--- config.mk ---
export PLATFORM = sky130hd
export DESIGN_NAME = rr_encoder
export DESIGN_NICKNAME = d
export VERILOG_FILES = /design/src/rtl/rr_encoder.sv
export SDC_FILE = /design/constraint.sdc
export NUM_CORES = 1
export LEC_CHECK = 0
export ABC_AREA = 1
export BUFFER_PORTS_ARGS = -buffer_cell sky130_fd_sc_hd__buf_2
export CAP_MARGIN = 40
export CORE_UTILIZATION = 59
export CTS_CLUSTER_DIAMETER = 200
export DETAILED_ROUTE_END_ITERATION = 10
export PLACE_DENSITY = 0.92
export SLEW_MARGIN = 20
export SYNTH_ARGS = -nofsm -noshare
export SYNTH_HDL_FRONTEND = slang
export SYNTH_SLANG_ARGS = --single-unit
--- constraint.sdc ---
create_clock -name clk -period 7.7 [get_ports clk]
set_clock_uncertainty 0.05 [all_clocks]
set_input_delay 1.155 -clock clk [delete_from_list [all_inputs] [get_ports clk]]
set_output_delay 1.155 -clock clk [all_outputs]
set_load 0.05 [all_outputs]
--- src/rtl/rr_encoder.sv ---
// Round-robin priority encoder: multi-hot req -> registered binary index + one-hot grant.
// Latency 1 cycle; output register holds (req ignored) while out_valid && !out_ready.
module rr_encoder #(
    parameter int N = 3,
    parameter int M = 8
) (
    input  logic         clk,
    input  logic         reset_n,
    input  logic [M-1:0] req,
    input  logic         out_ready,
    output logic         out_valid,
    output logic [N-1:0] out_idx,
    output logic [M-1:0] grant
);

    if (M != (1 << N)) begin : g_bad_width
        $error("rr_encoder: M must equal 2**N");
    end

    logic [N-1:0]   ptr_q, ptr_d;
    logic           valid_q, valid_d;
    logic [N-1:0]   idx_q, idx_d;
    logic [M-1:0]   grant_q, grant_d;

    logic           load;
    logic [2*M-1:0] req_dbl;
    logic [M-1:0]   req_rot;
    logic [N-1:0]   offset;
    logic [N-1:0]   sel;

    // Rotate req so bit 0 is the requester at ptr; the lowest set bit is then the winner.
    always_comb begin
        req_dbl = {req, req} >> ptr_q;
        req_rot = req_dbl[M-1:0];
        offset  = '0;
        for (int j = M - 1; j >= 0; j--) begin
            if (req_rot[j]) begin
                offset = N'(j);
            end
        end
        // Index arithmetic wraps naturally because M == 2**N.
        sel = ptr_q + offset;
    end

    assign load = !valid_q || out_ready;

    always_comb begin
        ptr_d   = ptr_q;
        valid_d = valid_q;
        idx_d   = idx_q;
        grant_d = grant_q;
        if (load) begin
            if (|req) begin
                valid_d = 1'b1;
                idx_d   = sel;
                grant_d = M'(1) << sel;
                ptr_d   = sel + N'(1);
            end else begin
                valid_d = 1'b0;
                grant_d = '0;
            end
        end
    end

    always_ff @(posedge clk or negedge reset_n) begin
        if (!reset_n) begin
            ptr_q   <= '0;
            valid_q <= 1'b0;
            idx_q   <= '0;
            grant_q <= '0;
        end else begin
            ptr_q   <= ptr_d;
            valid_q <= valid_d;
            idx_q   <= idx_d;
            grant_q <= grant_d;
        end
    end

    assign out_valid = valid_q;
    assign out_idx   = idx_q;
    assign grant     = grant_q;

endmodule

==> results of run 1 <==
-- cell families (layout without fill, tap and decap cells) --
| family | after synthesis | after routing |
|---|---|---|
| AND/OR/NAND/NOR | 111 | 111 |
| buffers and inverters | 22 | 44 |
| flip-flops | 15 | 15 |
| AO/OA/AOI/OAI | 12 | 12 |
| adder cells (fa/ha/maj) | 7 | 7 |
| XOR/XNOR | 1 | 1 |
-- area by class of cell --
cell class / count / area, µm² / share of cell area
clock inverters: 1 / 5.005 / 0.003646
multi-input cells: 131 / 745.7 / 0.5433
well taps: 27 / 33.78 / 0.02461
repair buffers: 22 / 110.1 / 0.08022
clock buffers: 3 / 22.52 / 0.01641
inverters: 18 / 80.08 / 0.05834
flip-flops and latches: 15 / 375.4 / 0.2735
-- per-layer routing --
layer,up-vias,wire [µm],GRT usage
met5,-,0,0
met1,528,1169,0.3318
met4,0,30,0.09444
met3,4,103,0.03774
met2,30,1239,0.4135
li1,582,-,-
-- metrics by stage --
step	setup WS (ns)	util
global route	3.862	0.6996
floorplan	4.219	-
CTS	4.098	0.6996
global placement	3.927	0.6856
finish	4.079	0.6996
detailed placement	3.794	0.6856
-- sequential cells by signal (all words and copies together) (netlist names) --
register / cells
out_valid: 1
ptr_q: 3
grant: 8
out_idx: 3
-- path summary, 6_finish.rpt --
check / startpoint / endpoint / slack (ns) / cells after the start
max in group asynchronous: reset_n / ptr_q[0] / 6.67 / 1
min in group asynchronous: reset_n / grant[1] / 0.68 / 1
setup reg to reg: ptr_q[0] / ptr_q[2] / 4.33 / 21
hold reg to reg: grant[1] / grant[1] / 0.43 / 2
setup / recovery: req[1] / ptr_q[2] / 4.08 / 21
hold / removal: grant[1] / grant[1] / 0.43 / 2
-- cells in the final DEF, fill, tap and decap left out, types with 2 or more instances in the layout --
cell type / synthesis / layout
o21bai_1: 2 / 2
dfrtp_1: 15 / 15
o21ai_2: 3 / 3
nor2_1: 3 / 3
nand2_1: 55 / 55
nor4_1: 2 / 2
clkbuf_4: 0 / 3
nand2_4: 2 / 2
buf_2: 0 / 22
inv_1: 15 / 15
nand3_1: 19 / 19
nand3_2: 6 / 6
nor2_2: 2 / 2
ha_1: 6 / 6
nand2_2: 19 / 19
o21ai_0: 5 / 5
-- tightest hold or removal path, stage by stage (launching register included) --
cell	delay, ns
dfrtp_1	0.35
nand2_1	0.05
nand2_1	0.05
==> impl_metrics.env, run 1 <==
export IMPL_cpLargestDelayFamily="simple AND/OR/NAND/NOR gates"
export IMPL_ys_ff_latch=15
export IMPL_grt_max_degree=16
export IMPL_nFillCells=184
export IMPL_vias=1144
export IMPL_clk_latency_ns=0.29
export IMPL_netlist_area_um2=1239
export IMPL_synth_top_family_by_area="simple AND/OR/NAND/NOR gates"
export IMPL_fin_setup_tns_ns=0
export IMPL_period_minus_slack_ns=3.621
export IMPL_timing_hold_violations_final=0
export IMPL_grt_remaining_overflow=0
export IMPL_period_share=0.4703
export IMPL_nets=209
export IMPL_ys_types=26
export IMPL_cap_violations=0
export IMPL_cts_buffer_depth=2
export IMPL_synth_area_leaders="dfrtp_1 (30%), nand2_1 (17%), nand2_2 (9.6%)"
export IMPL_critPathMaxFanout=8
export IMPL_finalNonFillerCells=217
export IMPL_clk_pin_slew_ns=0.10
export IMPL_fmax_ghz=0.2761
export IMPL_critPathArrivalTime_ns=3.75
export IMPL_routed_wl_um=2543
export IMPL_avgSynthCellArea_um2=7.373
export IMPL_synth_top_area_share=0.3030
export IMPL_rows=16
export IMPL_crit_chain="buf_2 -> nand2_1 -> nand3_2 -> nand3_1 -> nand2_1 -> o21bai_1 -> nand2_1 -> nand2_1 -> nand2_1 -> a21oi_1 -> ha_1 -> inv_1 -> fa_1 -> xor2_1 -> inv_1 -> nand3_2 -> nand2_4 -> inv_1 -> ha_1 -> nand2_1 -> o21ai_0"
export IMPL_worst_pin_slew_ns=0.4783
export IMPL_drt_iter0_markers=33
export IMPL_grt_pass1_vias=969
export IMPL_area_growth_pct=10.81
export IMPL_start_util=0.6314
export IMPL_port_buffer_count=22
export IMPL_dpl_hpwl_um=2021
export IMPL_drive_gt1_frac=0.3263
export IMPL_status="completed"
export IMPL_relSlewSlack=0.6812
export IMPL_dr_pass1_iters=7
export IMPL_finalSetupViolCount=0
export IMPL_synth_async_reset_ratio=1.000
export IMPL_cts_repair_timing_setup_buffer_count=0
export IMPL_wl_per_cell_um=11.72
export IMPL_synth_enable_flop_cells=0
export IMPL_via_per_inst=5.272
export IMPL_ant_nets=0
export IMPL_cts_tree="built"
export IMPL_placed_cell_area_um2=1345
export IMPL_clockRootBuffer="clkbuf_4"
export IMPL_die_h_um=47.82
export IMPL_core_um2=1962
export IMPL_synth_area_mux_share=0
export IMPL_synth_compound_area_frac=0.06465
export IMPL_antennaDiodeCount=0
export IMPL_endpoint_kind="flip-flop"
export IMPL_htree_levels=1
export IMPL_grt_usage=0.2508
export IMPL_die_w_um=47.82
export IMPL_grt_pass1_wl_um=3967
export IMPL_critical_path_slowest_cell="fa_1"
export IMPL_slowest_delay_ns=0.37
export IMPL_yosysWarnings=0
export IMPL_drc=0
export IMPL_cp_start_kind="input port"
export IMPL_synth_xor_area_frac=0.007071
export IMPL_synth_adder_area_share=0.07677
export IMPL_dieArea_um2=2287
export IMPL_crit_buf_inv=4
export IMPL_cts_buffers=3
export IMPL_synth_common_cells="nand2_1 (55), nand2_2 (19), nand3_1 (19)"
export IMPL_hp_class="flip-flop to flip-flop"
export IMPL_ctsResizeCount=0
export IMPL_place_inst=213
export IMPL_yosysMostFrequentCell="nand2_1"
export IMPL_cts_hold_buf=0
export IMPL_postSynthCellCount=168
export IMPL_yosysSeqAreaShare=0.3030
export IMPL_cts_sinks=15
export IMPL_crit_top_cell="nand2_1"
export IMPL_rsz0062_at_grt="no"
export IMPL_slew_viol_final=0
export IMPL_synthFlopType="dfrtp_1"
export IMPL_synth_top_cell_by_area="dfrtp_1"
export IMPL_synth_simple_gate_area_frac=0.4535
export IMPL_synth_net_count=186
export IMPL_antenna_found_initial=0
export IMPL_worstPathRequired_ns=7.83
export IMPL_worstSetupPathType="input port to flip-flop"
export IMPL_place_gp_congestion=0.8459
export IMPL_whs_ns=0.4307
export IMPL_design_area_um2=1373
export IMPL_num_io_pins=23
Power of run 1 is not shown: default switching activity piles up to over one toggle a cycle in this logic, so the estimate is an artifact.
==> run 2: changes to the inputs <==
Settings changed: ABC_AREA 1 to 0, CORE_UTILIZATION 59 to 56, PLACE_DENSITY 0.92 to 0.87.
Clock period 7.7 ns to 3.6 ns, I/O delays scaled along.
==> run 2 against run 1 <==
  * Cell count is 5.1% lower
  * Non-clock buffer count is 8 higher
  * Highest routed layer unchanged
  * Routed wire length is 22% higher
==> impl_metrics.env, run 2 <==
export IMPL_slowest_delay_ns=0.45
export IMPL_antenna_found_initial=0
export IMPL_ant_nets=0
export IMPL_hp_class="input port to asynchronous set/reset pin"
export IMPL_dieArea_um2=2679
export IMPL_slew_viol_final=0
export IMPL_avgSynthCellArea_um2=8.774
export IMPL_critical_path_slowest_cell="fa_1"
export IMPL_place_gp_congestion=0.9365
export IMPL_period_minus_slack_ns=3.350
export IMPL_worstReg2RegEnd="ptr_q[2]"
export IMPL_startpoint="ptr_q[0]"
export IMPL_nFillCells=198
export IMPL_endpoint_kind="flip-flop"
export IMPL_ctsResizeCount=0
export IMPL_relSlewSlack=0.5602
export IMPL_synth_net_count=176
export IMPL_routed_wl_um=3093
export IMPL_grt_pass1_vias=1199
export IMPL_start_util=0.6091
export IMPL_antennaDiodeCount=0
export IMPL_layout_common_cells="buf_2 (22), dfrtp_1 (15), nand3_1 (14)"
export IMPL_clockRootBuffer="clkbuf_4"
export IMPL_rows=17
export IMPL_ir_drop_mv=0.5714
export IMPL_drt_iter0_markers=41
export IMPL_cp_start_kind="flip-flop"
export IMPL_core_um2=2276
export IMPL_worstSetupPathType="flip-flop to flip-flop"
export IMPL_crit_top_cell="nand2_1"
export IMPL_cap_violations=0
export IMPL_p_per_area_nw_per_um2=973.7
export IMPL_cts_buffers=3
export IMPL_port_buffer_count=22
export IMPL_grt_remaining_overflow=0
export IMPL_multi_input_area_um2=900.9
export IMPL_clk_pin_slew_ns=0.09
export IMPL_postSynthCellCount=158
export IMPL_drive_gt1_frac=0.2528
export IMPL_critPathArrivalTime_ns=3.46
export IMPL_synth_top_cell_by_area="dfrtp_1"
export IMPL_grt_pass1_wl_um=5264
export IMPL_htree_levels=1
export IMPL_ys_ff_latch=15
export IMPL_netlist_area_um2=1386
export IMPL_rsz0062_at_grt="no"
export IMPL_nets=197
export IMPL_fin_setup_tns_ns=0
export IMPL_synth_async_reset_ratio=1.000
export IMPL_synth_common_cells="dfrtp_1 (15), nand3_1 (14), nand2_1 (11)"
export IMPL_ys_types=47
export IMPL_wl_per_cell_um=15.01
export IMPL_yosysSeqAreaShare=0.2708
export IMPL_seqCellArea_um2=375.4
export IMPL_die_h_um=51.76
export IMPL_synth_top_area_share=0.2708
export IMPL_cts_repair_timing_setup_buffer_count=0
export IMPL_cts_tree="built"
export IMPL_drc=0
export IMPL_crit_chain="buf_4 -> mux2_2 -> nor2_1 -> a31oi_1 -> o221ai_1 -> a21oi_1 -> fa_1 -> xor2_1 -> or3_4 -> nand2_1 -> ha_1 -> nand2_1 -> o21ai_1"
export IMPL_final_common_cell="buf_2"
export IMPL_power_leakage_nw=0.6951
export IMPL_fmax_ghz=0.2985
export IMPL_grt_usage=0.2663
export IMPL_via_per_inst=6.296
export IMPL_synthFlopType="dfrtp_1"
export IMPL_dr_pass1_iters=4
export IMPL_yosysMostFrequentCell="dfrtp_1"
export IMPL_period_share=0.9305
export IMPL_cts_hold_buf=0
export IMPL_synth_enable_flop_cells=0
export IMPL_num_io_pins=23
export IMPL_area_growth_pct=10.38
export IMPL_dpl_hpwl_um=2387
export IMPL_worst_pin_slew_ns=0.6583
export IMPL_worstPathRequired_ns=3.71
export IMPL_clk_latency_ns=0.28
export IMPL_vias=1297
export IMPL_finalSetupViolCount=0
export IMPL_whs_ns=0.09354
export IMPL_die_w_um=51.76
export IMPL_timing_hold_violations_final=0
export IMPL_largest_reg_flops=8
export IMPL_reg2reg_depth=13
export IMPL_cts_sinks=15
export IMPL_critPathMaxFanout=14
export IMPL_status="completed"
export IMPL_yosysWarnings=0
export IMPL_cts_buffer_depth=2
export IMPL_synth_area_leaders="dfrtp_1 (27%), mux2i_1 (5.8%), ha_1 (5.4%)"
export IMPL_grt_max_degree=19
export IMPL_reg2reg_from="ptr_q[0]"
export IMPL_r2r_setup_slack_ns=0.25
run 2: final cells by class:
cell class,count,share of cell area
clock buffer,4,0.01717
tap,28,0.02289
sequential,15,0.2453
inverter,6,0.01472
multi-input combinational,123,0.5887
timing repair buffer,30,0.1112
run 2: cells by family (layout without fill, tap and decap cells):
kind of cell | count (synthesis) | after routing | synth area share
simple gates | 60 | 60 | 0.2374
compound gates | 40 | 40 | 0.2058
xor+xnor | 2 | 2 | 0.01264
buf+inv | 20 | 40 | 0.07942
flops | 15 | 15 | 0.2708
fa+ha+maj | 7 | 7 | 0.06859
mux | 14 | 14 | 0.1254
run 2: report_power, final:
group          internal, W  total (W)  switching [W]
registers         0.000231   0.000295      0.0000640
logic             0.000468    0.00110       0.000634
clock network    0.0000429  0.0000927      0.0000498
total             0.000742    0.00149       0.000748
run 2: through the flow:
stage                       util  cell area (µm²)  instances  total power [W]  setup WS [ns]
after CTS                 0.6690             1523        205         0.001496         0.2514
after floorplan                -             1386        158         0.001198         0.2369
final                     0.6723             1530        206         0.001490         0.2501
after global placement    0.6575             1496        201         0.001358         0.2007
after detailed placement  0.6575             1496        201         0.001398         0.1450
after global routing      0.6723             1530        206         0.001648        0.03720
run 2: how the worst max path moves through the flow:
stage / slack (ns) / depth (start not counted) / to
6_report: 0.25 / 13 / ptr_q[2]
3_5_place_dp: 0.15 / 16 / ptr_q[2]
2_1_floorplan: 0.24 / 16 / ptr_q[2]
4_1_cts: 0.25 / 13 / ptr_q[2]
3_3_place_gp: 0.20 / 16 / ptr_q[2]
5_1_grt: 0.04 / 13 / ptr_q[2]
run 2: worst max-delay path, delay by kind of cell (launching register included):
family / cells / cell delay [ns]
adder cells (fa/ha/maj): 2 / 0.67
multiplexers: 1 / 0.36
buffers and inverters: 1 / 0.21
XOR/XNOR: 1 / 0.18
flip-flops: 1 / 0.42
AO/OA/AOI/OAI: 4 / 0.51
AND/OR/NAND/NOR: 4 / 0.85
run 2: per-layer routing:
layer | vias to the layer above | GRT usage | share of wire
met5 | - | 0 | 0
met4 | 0 | 0.1261 | 0.017
met3 | 4 | 0.04094 | 0.053
met2 | 53 | 0.4437 | 0.49
met1 | 610 | 0.3346 | 0.44
li1 | 630 | - | -
Note: power is estimated with default switching activity, not from simulation.
==> run 3: changes to the inputs <==
Settings changed: PLACE_DENSITY 0.87 to 0.83, SETUP_SLACK_MARGIN set to 0.5, TNS_END_PERCENT set to 50.
==> run 3 against run 2 <==
  * Clock-buffer cell count stayed put
  * Sequential share of layout area is 0.74 points lower
  * Critical path type unchanged
  * Combinational power is 11% higher
  * Worst setup slack better by 0.20 ns
==> impl_metrics.env, run 3 (synthesis results as in run 2) <==
export IMPL_hp_class="input port to asynchronous set/reset pin"
export IMPL_worstPathRequired_ns=3.72
export IMPL_dr_pass1_iters=6
export IMPL_endpoint_kind="flip-flop"
export IMPL_cts_sinks=15
export IMPL_rows=17
export IMPL_dr_wl_met2_um=1735
export IMPL_final_common_cell="buf_2"
export IMPL_place_inst=199
export IMPL_cts_buffers=3
export IMPL_place_gp_congestion=0.9046
export IMPL_critical_path_slowest_cell="mux4_2"
export IMPL_antennaDiodeCount=0
export IMPL_crit_chain="mux4_2 -> a21oi_2 -> nor3_1 -> a31oi_1 -> a22oi_1 -> nor2_1 -> ha_1 -> inv_1 -> fa_2 -> buf_4 -> xnor2_1 -> or3_4 -> a32o_1"
export IMPL_largest_reg_flops=8
export IMPL_finalNonFillerCells=210
export IMPL_dpl_hpwl_um=2433
export IMPL_clockRootBuffer="clkbuf_4"
export IMPL_critPathArrivalTime_ns=3.27
export IMPL_finalSetupViolCount=0
export IMPL_cts_tree="built"
export IMPL_grt_pass1_vias=1226
export IMPL_status="completed"
export IMPL_period_minus_slack_ns=3.149
export IMPL_rsz0062_at_grt="yes"
export IMPL_routed_top_layer="met4"
export IMPL_fmax_ghz=0.3176
export IMPL_wl_per_cell_um=16.17
export IMPL_slew_viol_final=0
export IMPL_grt_usage=0.2880
export IMPL_num_io_pins=23
export IMPL_relSlewSlack=0.5425
export IMPL_grt_max_degree=19
export IMPL_seqCellArea_um2=376.6
export IMPL_fin_setup_tns_ns=0
export IMPL_antenna_found_initial=0
export IMPL_nets=201
export IMPL_timing_hold_violations_final=0
export IMPL_grt_remaining_overflow=0
export IMPL_port_buffer_count=22
export IMPL_cpLargestDelayFamily="compound AO/OA/AOI/OAI gates"
export IMPL_drc=0
export IMPL_clk_pin_slew_ns=0.08
export IMPL_layout_common_cells="buf_2 (22), dfrtp_1 (14), nand3_1 (13)"
export IMPL_slowest_delay_ns=0.53
export IMPL_area_growth_pct=14.17
export IMPL_crit_buf_inv=2
export IMPL_p_per_area_nw_per_um2=1012
export IMPL_cap_violations=0
export IMPL_ir_drop_mv=0.6088
export IMPL_core_um2=2276
export IMPL_htree_levels=1
export IMPL_start_util=0.6091
export IMPL_clk_latency_ns=0.28
export IMPL_dieArea_um2=2679
export IMPL_worstSetupPathType="flip-flop to flip-flop"
export IMPL_wl_met1_um=1383
export IMPL_vias=1334
export IMPL_ant_nets=0
export IMPL_multi_input_area_um2=918.4
export IMPL_drt_iter0_markers=52
export IMPL_cp_start_kind="flip-flop"
export IMPL_cts_buffer_depth=2
export IMPL_routed_wl_um=3396
export IMPL_via_per_inst=6.352
export IMPL_drive_gt1_frac=0.3022
export IMPL_period_share=0.8746
export IMPL_grt_pass1_wl_um=5644
export IMPL_worst_pin_slew_ns=0.6849
export IMPL_critPathMaxFanout=4
export IMPL_power_leakage_nw=0.7163
export IMPL_die_h_um=51.76
export IMPL_nFillCells=178
export IMPL_wl_met3_um=185
export IMPL_die_w_um=51.76
## run 3: cell count changes in the layout (fill, tap and decap cells not counted), sizes merged
| cell | before | now |
|---|---|---|
| buf | 30 | 34 |
## run 3: metal layers
metal | track usage | vias up
li1 | - | 639
met1 | 0.3145 | 637
met2 | 0.5303 | 48
met3 | 0.04971 | 10
met4 | 0.1396 | 0
met5 | 0 | -
## run 3: worst paths after layout
path                             from         end  slack, ns  cells past startpoint
setup reg to reg             ptr_q[0]    grant[5]       0.45                     13
min in group clk           out_idx[0]  out_idx[0]       0.44                      1
setup / recovery             ptr_q[0]    grant[5]       0.45                     13
hold reg to reg            out_idx[0]  out_idx[0]       0.44                      1
max in group asynchronous     reset_n    ptr_q[2]       3.14                      1
hold / removal                reset_n    grant[0]        0.1                      1
## run 3: what timing repair did
action,4_1_cts,5_1_grt
setup endpoints to repair,9,10
resized for setup,5,0
setup buffers,6,0
hold buffers,0,0
hold endpoints to repair,0,0
pin swaps,3,0
## run 3: stage by stage
stage               setup WS (ns)  power (W)  area, µm²  utilization  hold slack [ns]
finish                     0.4514   0.001602       1583       0.6954          0.09762
floorplan                  0.3439   0.001207       1405            -           0.1944
global placement           0.1739   0.001368       1488       0.6537           0.3981
CTS                        0.4348   0.001588       1575       0.6921          0.09665
detailed placement         0.1097   0.001411       1488       0.6537           0.4076
global route               0.2758   0.001754       1583       0.6954           0.1058
## run 3: layout make-up
class | instances | area share
inverters | 6 | 0.01423
repair buffers | 34 | 0.1289
clock buffers | 4 | 0.01660
flip-flops and latches | 15 | 0.2379
multi-input cells | 123 | 0.5802
well taps | 28 | 0.02213
## run 3: report_power, final
group / switching, W / internal, W / leakage [nW]
clock network: 0.0000488 / 0.0000430 / 0.0150
registers: 0.0000600 / 0.000232 / 0.185
logic: 0.000681 / 0.000537 / 0.516
